[src/rtl/freq_sweep_if.sv]
// Control/status bundle between the register interface and the sweep sequencer.
// The master drives the sweep programming; the slave returns the generator drive and status.
interface freq_sweep_if #(
    parameter int FREQ_WIDTH  = 12,
    parameter int DWELL_WIDTH = 16
);
    logic                   start;
    logic                   abort;
    logic                   mode;
    logic [FREQ_WIDTH-1:0]  freq_start;
    logic [FREQ_WIDTH-1:0]  freq_stop;
    logic [FREQ_WIDTH-1:0]  freq_step;
    logic [DWELL_WIDTH-1:0] dwell;
    logic [FREQ_WIDTH-1:0]  freq;
    logic                   nco_resetn;
    logic                   busy;
    logic                   step_tick;
    logic                   done;

    modport master (
        output start, abort, mode, freq_start, freq_stop, freq_step, dwell,
        input  freq, nco_resetn, busy, step_tick, done
    );

    modport slave (
        input  start, abort, mode, freq_start, freq_stop, freq_step, dwell,
        output freq, nco_resetn, busy, step_tick, done
    );
endinterface

[src/rtl/freq_sweep_ctrl.sv]
// Stepped frequency sweep sequencer feeding the CORDIC generator's freq word.
// Also gates the generator reset so its phase restarts at every new sweep.
//
//   state | meaning
//   IDLE  | waiting for start; freq parked at 0, generator held in reset
//   DWELL | holding freq for the programmed dwell, then stepping or wrapping
//   DONE  | one-cycle done pulse; freq holds last value, generator in reset
module freq_sweep_ctrl #(
    parameter int FREQ_WIDTH  = 12,
    parameter int DWELL_WIDTH = 16
) (
    input  logic           i_clock,
    input  logic           i_resetn,
    freq_sweep_if.slave    sw
);

    typedef enum logic [1:0] {
        IDLE  = 2'd0,
        DWELL = 2'd1,
        DONE  = 2'd2
    } state_t;

    state_t                 r_state, w_state_nxt;
    logic [FREQ_WIDTH-1:0]  r_freq, w_freq_nxt;
    logic [DWELL_WIDTH-1:0] r_cnt, w_cnt_nxt;
    logic                   r_nco_resetn, w_nco_resetn_nxt;
    logic                   r_busy, w_busy_nxt;
    logic                   r_step_tick, w_step_tick_nxt;
    logic                   r_done, w_done_nxt;

    logic [FREQ_WIDTH-1:0]  r_start_sh, r_stop_sh, r_step_sh;
    logic [DWELL_WIDTH-1:0] r_reload_sh;
    logic                   r_mode_sh;
    logic                   w_capture;

    logic [FREQ_WIDTH:0]    w_next;
    logic                   w_sweep_end;

    // One extra bit so a carry out of the frequency word reads as "past stop".
    assign w_next      = {1'b0, r_freq} + {1'b0, r_step_sh};
    assign w_sweep_end = (r_step_sh == '0) || (w_next > {1'b0, r_stop_sh});
    assign w_capture   = (r_state == IDLE) && sw.start;

    always_ff @(posedge i_clock or negedge i_resetn) begin
        if (!i_resetn) begin
            r_state      <= IDLE;
            r_freq       <= '0;
            r_cnt        <= '0;
            r_nco_resetn <= 1'b0;
            r_busy       <= 1'b0;
            r_step_tick  <= 1'b0;
            r_done       <= 1'b0;
            r_start_sh   <= '0;
            r_stop_sh    <= '0;
            r_step_sh    <= '0;
            r_reload_sh  <= '0;
            r_mode_sh    <= 1'b0;
        end else begin
            r_state      <= w_state_nxt;
            r_freq       <= w_freq_nxt;
            r_cnt        <= w_cnt_nxt;
            r_nco_resetn <= w_nco_resetn_nxt;
            r_busy       <= w_busy_nxt;
            r_step_tick  <= w_step_tick_nxt;
            r_done       <= w_done_nxt;
            if (w_capture) begin
                r_start_sh  <= sw.freq_start;
                r_stop_sh   <= sw.freq_stop;
                r_step_sh   <= sw.freq_step;
                r_reload_sh <= (sw.dwell == '0) ? '0 : sw.dwell - DWELL_WIDTH'(1);
                r_mode_sh   <= sw.mode;
            end
        end
    end

    always_comb begin
        w_state_nxt      = r_state;
        w_freq_nxt       = r_freq;
        w_cnt_nxt        = r_cnt;
        w_nco_resetn_nxt = r_nco_resetn;
        w_busy_nxt       = r_busy;
        w_step_tick_nxt  = 1'b0;
        w_done_nxt       = 1'b0;

        unique case (r_state)
            IDLE: begin
                w_freq_nxt = '0;
                if (sw.start) begin
                    w_state_nxt      = DWELL;
                    w_freq_nxt       = sw.freq_start;
                    w_cnt_nxt        = (sw.dwell == '0) ? '0 : sw.dwell - DWELL_WIDTH'(1);
                    w_busy_nxt       = 1'b1;
                    w_nco_resetn_nxt = 1'b1;
                end
            end
            DWELL: begin
                if (sw.abort) begin
                    w_state_nxt      = DONE;
                    w_done_nxt       = 1'b1;
                    w_busy_nxt       = 1'b0;
                    w_nco_resetn_nxt = 1'b0;
                end else if (r_cnt != '0) begin
                    w_cnt_nxt = r_cnt - DWELL_WIDTH'(1);
                end else if (!w_sweep_end) begin
                    w_freq_nxt      = w_next[FREQ_WIDTH-1:0];
                    w_cnt_nxt       = r_reload_sh;
                    w_step_tick_nxt = 1'b1;
                end else if (r_mode_sh) begin
                    // Continuous wrap keeps the generator out of reset for phase continuity.
                    w_freq_nxt      = r_start_sh;
                    w_cnt_nxt       = r_reload_sh;
                    w_step_tick_nxt = 1'b1;
                end else begin
                    w_state_nxt      = DONE;
                    w_done_nxt       = 1'b1;
                    w_busy_nxt       = 1'b0;
                    w_nco_resetn_nxt = 1'b0;
                end
            end
            DONE: begin
                w_state_nxt = IDLE;
                w_freq_nxt  = '0;
                w_cnt_nxt   = '0;
            end
            default: begin
                w_state_nxt      = IDLE;
                w_freq_nxt       = '0;
                w_cnt_nxt        = '0;
                w_busy_nxt       = 1'b0;
                w_nco_resetn_nxt = 1'b0;
            end
        endcase
    end

    assign sw.freq       = r_freq;
    assign sw.nco_resetn = r_nco_resetn;
    assign sw.busy       = r_busy;
    assign sw.step_tick  = r_step_tick;
    assign sw.done       = r_done;

endmodule
[src/flat_wrapper.sv]
// flat-port wrapper written by rule: the top's interface ports become plain ports
module freq_sweep_ctrl_flat 
#(
    parameter int FREQ_WIDTH  = 12,
    parameter int DWELL_WIDTH = 16
)
  (i_clock, i_resetn, sw_start, sw_abort, sw_mode, sw_freq_start, sw_freq_stop, sw_freq_step, sw_dwell, sw_freq, sw_nco_resetn, sw_busy, sw_step_tick, sw_done);
  freq_sweep_if #(.FREQ_WIDTH(FREQ_WIDTH), .DWELL_WIDTH(DWELL_WIDTH)) sw_i ();
  input  logic i_clock;
  input  logic i_resetn;
  input wire logic [$bits(sw_i.start)-1:0] sw_start;
  input wire logic [$bits(sw_i.abort)-1:0] sw_abort;
  input wire logic [$bits(sw_i.mode)-1:0] sw_mode;
  input wire logic [$bits(sw_i.freq_start)-1:0] sw_freq_start;
  input wire logic [$bits(sw_i.freq_stop)-1:0] sw_freq_stop;
  input wire logic [$bits(sw_i.freq_step)-1:0] sw_freq_step;
  input wire logic [$bits(sw_i.dwell)-1:0] sw_dwell;
  output wire logic [$bits(sw_i.freq)-1:0] sw_freq;
  output wire logic [$bits(sw_i.nco_resetn)-1:0] sw_nco_resetn;
  output wire logic [$bits(sw_i.busy)-1:0] sw_busy;
  output wire logic [$bits(sw_i.step_tick)-1:0] sw_step_tick;
  output wire logic [$bits(sw_i.done)-1:0] sw_done;
  assign sw_i.start = sw_start;
  assign sw_i.abort = sw_abort;
  assign sw_i.mode = sw_mode;
  assign sw_i.freq_start = sw_freq_start;
  assign sw_i.freq_stop = sw_freq_stop;
  assign sw_i.freq_step = sw_freq_step;
  assign sw_i.dwell = sw_dwell;
  assign sw_freq = sw_i.freq;
  assign sw_nco_resetn = sw_i.nco_resetn;
  assign sw_busy = sw_i.busy;
  assign sw_step_tick = sw_i.step_tick;
  assign sw_done = sw_i.done;
  freq_sweep_ctrl #(.FREQ_WIDTH(FREQ_WIDTH), .DWELL_WIDTH(DWELL_WIDTH)) u_core (.i_clock(i_clock), .i_resetn(i_resetn), .sw(sw_i));
endmodule
[config.mk]
export PLATFORM = sky130hd
export DESIGN_NAME = freq_sweep_ctrl_flat
export DESIGN_NICKNAME = d
export VERILOG_FILES = /design/src/rtl/freq_sweep_if.sv /design/src/rtl/freq_sweep_ctrl.sv /design/src/flat_wrapper.sv
export SDC_FILE = /design/constraint.sdc
export NUM_CORES = 1
export LEC_CHECK = 0
export BUFFER_PORTS_ARGS = -buffer_cell sky130_fd_sc_hd__buf_4
export CORE_MARGIN = 4
export CORE_UTILIZATION = 52
export DETAILED_ROUTE_END_ITERATION = 16
export GPL_TIMING_DRIVEN = 0
export HOLD_SLACK_MARGIN = 0.15
export PLACE_DENSITY = 0.76
export SLEW_MARGIN = 20
export SYNTH_ARGS = -nofsm -noshare
export SYNTH_HDL_FRONTEND = slang
export SYNTH_SLANG_ARGS = --single-unit
[constraint.sdc]
create_clock -name i_clock -period 3.7 [get_ports i_clock]
set_input_delay 0.925 -clock i_clock [delete_from_list [all_inputs] [get_ports i_clock]]
set_output_delay 0.925 -clock i_clock [all_outputs]
set_load 0.02 [all_outputs]
; After elaboration in Yosys (flattened, before gate mapping)
; Index checks and enable logic that the tools add are counted.
[totals]
in_bits = 57
reg_bits = 86
output_inout_bits = 16
[classes]
add_sub_neg = 3
n_lt_le_gt_ge = 1
eq_ne = 10
n_bitwise = 1
n_reduce_logical = 10
mux = 35
[op_table]
columns = op, n
row1 = 16-bit two-way mux, 6
row2 = 12-bit two-way mux, 5
row3 = 16-bit case mux with 2 select lines, 1
row4 = 16-bit by 1-bit subtractor with 16-bit output (second input constant), 2
row5 = 12-bit case mux with 2 select lines, 1
row6 = 16-bit zero test, 1
row7 = 16-bit nonzero test, 1
row8 = 1-bit two-way mux, 15
row9 = 12-bit by 12-bit adder with 13-bit output, 1
row10 = 13-bit by 12-bit > comparator with 1-bit output, 1
row11 = 12-bit zero test, 1
row12 = 2-bit two-way mux, 5
row13 = 2-bit inequality test (second input constant), 3
row14 = 3-bit by 2-bit inequality test with 1-bit output (second input constant), 2
row15 = 3-bit inequality test (second input constant), 2
row16 = 3-bit AND reduction, 2
row17 = 5-bit AND reduction, 1
row18 = 4-bit by 3-bit inequality test with 1-bit output (second input constant), 1
row19 = 2-bit case mux with 2 select lines, 1
row20 = 4-bit AND reduction, 1
row21 = 1-bit case mux with 3 select lines, 1
row22 = 2-bit by 1-bit equality test with 1-bit output (second input constant), 1
row23 = 2-bit equality test (second input constant), 1
row24 = 2-bit zero test, 1
row25 = other kinds (3), 3

; Logic depth before layout (Yosys ltp)
[depth]
ltp_word = 7
depth_mapped = 15
mapped_depth_nobuf = 14

; Worst setup path before layout
; No wires, ideal clock.
[synth_path]
path_kind = reg-to-reg
from = reg u_core.r_freq[0], in the netlist u_core.sw.freq[0]
to = reg u_core.r_freq[8], in the netlist u_core.sw.freq[8]
synth_period_minus_slack_ns = 4.071
path_buffers = 1
arrival_ns = 3.946
stages_incl_launch_ff = 16
setup_slack_ns = -0.371
path_cell_list = dfrtp_1 -> ha_1 -> fa_1 -> a211oi_1 -> o211a_1 -> nor3_1 -> a311oi_1 -> ha_1 -> a21o_1 -> a21oi_1 -> nand3_1 -> o21ai_1 -> a211oi_1 -> nor2_1 -> clkbuf_1 -> mux2_2
[synth_via]
elab_chain_len = 7
[synth_lines]
columns = item, line
row1 = from (decl), freq_sweep_ctrl.sv:24  ; logic [FREQ_WIDTH-1:0] r_freq, w_freq_nxt;
row2 = from (signal assigned), freq_sweep_ctrl.sv:60  ; r_freq <= w_freq_nxt;
row3 = 12-bit by 12-bit adder with 13-bit output (*), freq_sweep_ctrl.sv:40  ; assign w_next = {1'b0, r_freq} + {1'b0, r_step_sh};
row4 = 13-bit by 12-bit > comparator with 1-bit output, freq_sweep_ctrl.sv:41  ; assign w_sweep_end = (r_step_sh == '0) || (w_next > {1'b0, r_stop_sh});
row5 = 1-bit logical OR, freq_sweep_ctrl.sv:41
row6 = 12-bit two-way mux, freq_sweep_ctrl.sv:104  ; end else if (!w_sweep_end) begin
row7 = 12-bit two-way mux, freq_sweep_ctrl.sv:102  ; end else if (r_cnt != '0) begin
row8 = 12-bit two-way mux, freq_sweep_ctrl.sv:97  ; if (sw.abort) begin
row9 = 12-bit case mux with 2 select lines, freq_sweep_ctrl.sv:85  ; unique case (r_state)
; Every way passes the cells marked *; elsewhere a longest branch is shown, timed or not. The select of a mux whose other input is x is not followed.
; A chain may end at the register's enable or synchronous reset.

; Worst setup path in the final report
[layout_path]
from = reg u_core.r_step_sh[0]
to = reg u_core.r_freq[8], in the netlist u_core.sw.freq[8]
[layout_via]
elab_chain_len = 7
[layout_lines]
columns = item, line
row1 = from (decl), freq_sweep_ctrl.sv:31  ; logic [FREQ_WIDTH-1:0] r_start_sh, r_stop_sh, r_step_sh;
row2 = from (signal assigned), freq_sweep_ctrl.sv:69  ; r_step_sh <= sw.freq_step;
row3 = 12-bit by 12-bit adder with 13-bit output, freq_sweep_ctrl.sv:40
row4 = 13-bit by 12-bit > comparator with 1-bit output, freq_sweep_ctrl.sv:41
row5 = 1-bit logical OR, freq_sweep_ctrl.sv:41
row6 = 12-bit two-way mux, freq_sweep_ctrl.sv:104
row7 = 12-bit two-way mux, freq_sweep_ctrl.sv:102
row8 = 12-bit two-way mux, freq_sweep_ctrl.sv:97
row9 = 12-bit case mux with 2 select lines, freq_sweep_ctrl.sv:85
; Parallel ways exist; a longest one is shown, timed or not. The select of a mux whose other input is x is not followed.

==> flow_summary.ini <==
[worst_setup_path]
r2r_slack_ns = -0.19
crit_start = u_core.r_step_sh[0]
reg2regPathDepth = 16
cpPeakStageDelay_ns = 0.43
worst_ep_arrival_time_ns = 4.15
critPathRequiredTime_ns = 3.96
slowest_stage = dfrtp_1
critPathKind = reg2reg
worstPathCellList = ha_4 -> fa_2 -> a211oi_2 -> o211a_1 -> nor3_2 -> a311oi_4 -> ha_1 -> a21o_1 -> a21oi_2 -> nand3_2 -> o21ai_4 -> buf_4 -> a211oi_4 -> nor2_2 -> clkbuf_8 -> mux2_4
crit_end = u_core.sw.freq[8]
endpoint_kind = register
r2r-start = u_core.r_step_sh[0]
cp_max_fo = 4
cp-start-kind = register
r2r_end = u_core.sw.freq[8]

[power_and_ir_drop]
p_comb_share_pct = 68.1
vdd_drop_max_uv = 647
switching_power_uw = 3580
leakagePower_uw = 0.00307
seq_power_share_pct = 21.9
power.density_mw_per_mm2 = 1180
switching_share_pct = 45.6
clock_power_share_pct = 10.0
p_int_uw = 4260

[floorplanning]
die_y_um = 108
die_width_um = 108
row_count = 36
die_area_mm2 = 0.0117
ios = 73
core_area_mm2 = 0.00977
initial_core_util_pct = 53.3

[sta]
rsz0062_at_grt = yes
drv_slew = 0
tightest_slew_ns = 0.821
final.setup.tns_ns = -3.35
max_clock_freq_mhz = 257
relSlewSlack_pct = 45.2
setup_ws_ns = -0.194
hold_viol_final = 0
finClkSkew_ns = 0.0104
fin_crit_sh_pct = 105
setup_viol = 30
fin_crit_ns = 3.89

[outcome]
violations = negative setup slack
outcome = finished with violations

[drt]
wl_met3_mm = 1.11
via_per_inst = 5.89
firstDrtPassIters = 5
drc_errors = 0
wirelength_mm = 15.3
wl_per_cell_um = 18.3
met2_length_mm = 7.76
met1_length_mm = 5.86
vias = 4914
initialDrtViolationCount = 376
dr.max_layer_used = met4
ant_nets = 0

[global_routing]
grt_use_total_pct = 26.3
antenna_found_initial = 0
grt_start_max_net_pins = 87
grt_pass1_vias = 4792
grt-ovfl-total = 0
grt_first_pass_wirelength_mm = 24.0

[placement]
dpl.hpwl_mm = 10.5
placement.io_buffers = 71
placedCellCount = 796
routabilityCongestion = 0.938
pre_cts_ws_ns = -0.612
placed_area_mm2 = 0.00593

[clock_network]
cts_buffer_depth = 2
cts_root_buf = clkbuf_8
ctsHoldBuffers = 0
clkSlewWorstSetupHoldPaths_ns = 0.09
cts_buffers = 9
h-tree-depth = 3
cts_tree = yes
cts_sinks = 86
clk-insertion-delay-late_ns = 0.37

[synth]
syn_inst = 592
yosys_warnings = 0
async_reset_ff_share_pct = 100
avgSynthCellArea_um2 = 8.80
yosys_register_bits = 86
ys.flop_type = dfrtp_1
synth_nets = 678
synth_edf_count = 0
syn_area_mm2 = 0.00521
synth_cell_types = 57
ys_seq_area_share_pct = 41.3

[min_path]
hold_path_class = reg2reg
min_from = u_core.r_start_sh[10]

[layout]
nets = 783
layout_commonest_cell = nand2_1
syn2layout_area_growth_pct = 27.8
num_antenna_cells = 0
finalCoreUtilization_pct = 68.1
drive_above_1_share_pct = 23.8
finalNonFillerCells = 835
fill_cells = 787
final_cell_mix = 112 x nand2_1, 90 x buf_4, 84 x dfrtp_1
fin_area_mm2 = 0.00666

[run]
max-cap-violations = 0
cells by family (layout without fill, tap and decap cells):
family / count (synthesis) / in the layout / share of synthesized area (%)
XOR/XNOR: 31 / 31 / 5.21
AO/OA/AOI/OAI: 157 / 157 / 20.4
adder cells (fa/ha/maj): 29 / 29 / 7.11
flip-flops: 86 / 86 / 41.3
multiplexers: 13 / 13 / 2.79
AND/OR/NAND/NOR: 224 / 224 / 19.2
buffers and inverters: 52 / 162 / 3.99
what timing repair did:
action                                  in CTS  in global routing
hold endpoints to repair                     0                  0
endpoints found under the setup margin      33                 33
resized for setup                           31                 30
buffers inserted                            16                  8
gates cloned                                 0                  2
pin swaps                                   26                 19
cell usage after synthesis (2+ instances only):
cell type / count / share of area [%]
nor4_1: 11 / 1.3
nor2_1: 37 / 2.7
a21oi_1: 24 / 2.3
o22ai_1: 7 / 0.84
ha_1: 28 / 6.7
a21o_1: 14 / 2.0
o31ai_1: 3 / 0.43
a311oi_1: 3 / 0.50
a221o_1: 5 / 0.96
a22o_1: 11 / 1.8
nand3_1: 17 / 1.6
clkbuf_1: 23 / 1.7
nor2b_1: 4 / 0.48
nand4_1: 4 / 0.48
and2_1: 4 / 0.48
nand2_1: 112 / 8.1
o21ai_0: 41 / 3.9
or3_1: 5 / 0.60
a41oi_1: 2 / 0.34
and3_1: 3 / 0.36
a211oi_1: 19 / 2.7
a31oi_1: 8 / 0.96
xor2_1: 11 / 1.8
o21bai_1: 5 / 0.72
o21a_1: 2 / 0.29
o31a_1: 2 / 0.34
inv_1: 23 / 1.7
mux2_2: 12 / 2.6
xnor2_1: 20 / 3.4
buf_1: 3 / 0.22
nand2b_1: 4 / 0.48
dfrtp_1: 86 / 41
nor3_1: 15 / 1.4
worst min path at each step:
stage                                  endpoint  slack [ns]  cells past startpoint
after global placement     u_core.r_start_sh[9]        0.45                      2
after detailed placement   u_core.r_start_sh[0]        0.46                      2
after floorplan            u_core.r_start_sh[6]        0.44                      2
after CTS                  u_core.r_start_sh[6]        0.48                      2
after global routing      u_core.r_start_sh[10]        0.50                      1
final                     u_core.r_start_sh[10]        0.49                      1
power groups by stage:
stage	combinational [uW]	sequential, uW	clock [uW]
4_1_cts	4450	1700	783
3_3_place_gp	3770	1680	0
6_report	5340	1720	781
5_1_grt	5740	1760	828
3_5_place_dp	3890	1700	0
2_1_floorplan	2790	1680	0
cell type report:
class | count | area, um^2 | share of cell area, %
Buffer | 28 | 145 | 2.18
Timing Repair Buffer | 95 | 772 | 11.6
Multi-Input combinational cell | 454 | 3100 | 46.5
Clock buffer | 13 | 169 | 2.54
Clock inverter | 3 | 65.1 | 0.977
Tap cell | 133 | 166 | 2.50
Sequential cell | 86 | 2150 | 32.4
Inverter | 23 | 86.3 | 1.30
per-layer routing:
metal  vias up  global-route usage, %
met5         -                      0
met1      2322                   33.1
met2       227                   44.8
met3        54                   4.00
met4         0                   11.7
li1       2311                      -
metrics by stage:
| stage | hold slack (ns) | power (uW) |
|---|---|---|
| final | 0.489 | 7830 |
| after global routing | 0.505 | 8320 |
| after global placement | 0.451 | 5450 |
| after detailed placement | 0.464 | 5590 |
| after floorplan | 0.439 | 4470 |
| after CTS | 0.485 | 6930 |
sequential cells by signal, summed over array words and instances, names as in the netlist:
name	cells
u_core.r_stop_sh	12
u_core.r_step_sh	12
u_core.r_cnt	16
u_core.sw.done	1
u_core.sw.freq	12
u_core.r_reload_sh	16
u_core.r_state	2
u_core.sw.step_tick	1
u_core.sw.nco_resetn	1
u_core.r_start_sh	12
u_core.r_mode_sh	1
worst max-delay path, delay by kind of cell, from the launching register on:
kind                       cells  cell delay (ns)
muxes                          1             0.29
and+or+nand+nor                3             0.38
adders and majority gates      3             0.86
buffers and inverters          2             0.35
DFF                            1             0.43
AOI/OAI and AO/OA              7             1.46
Note: power is estimated with default switching activity, not from simulation.
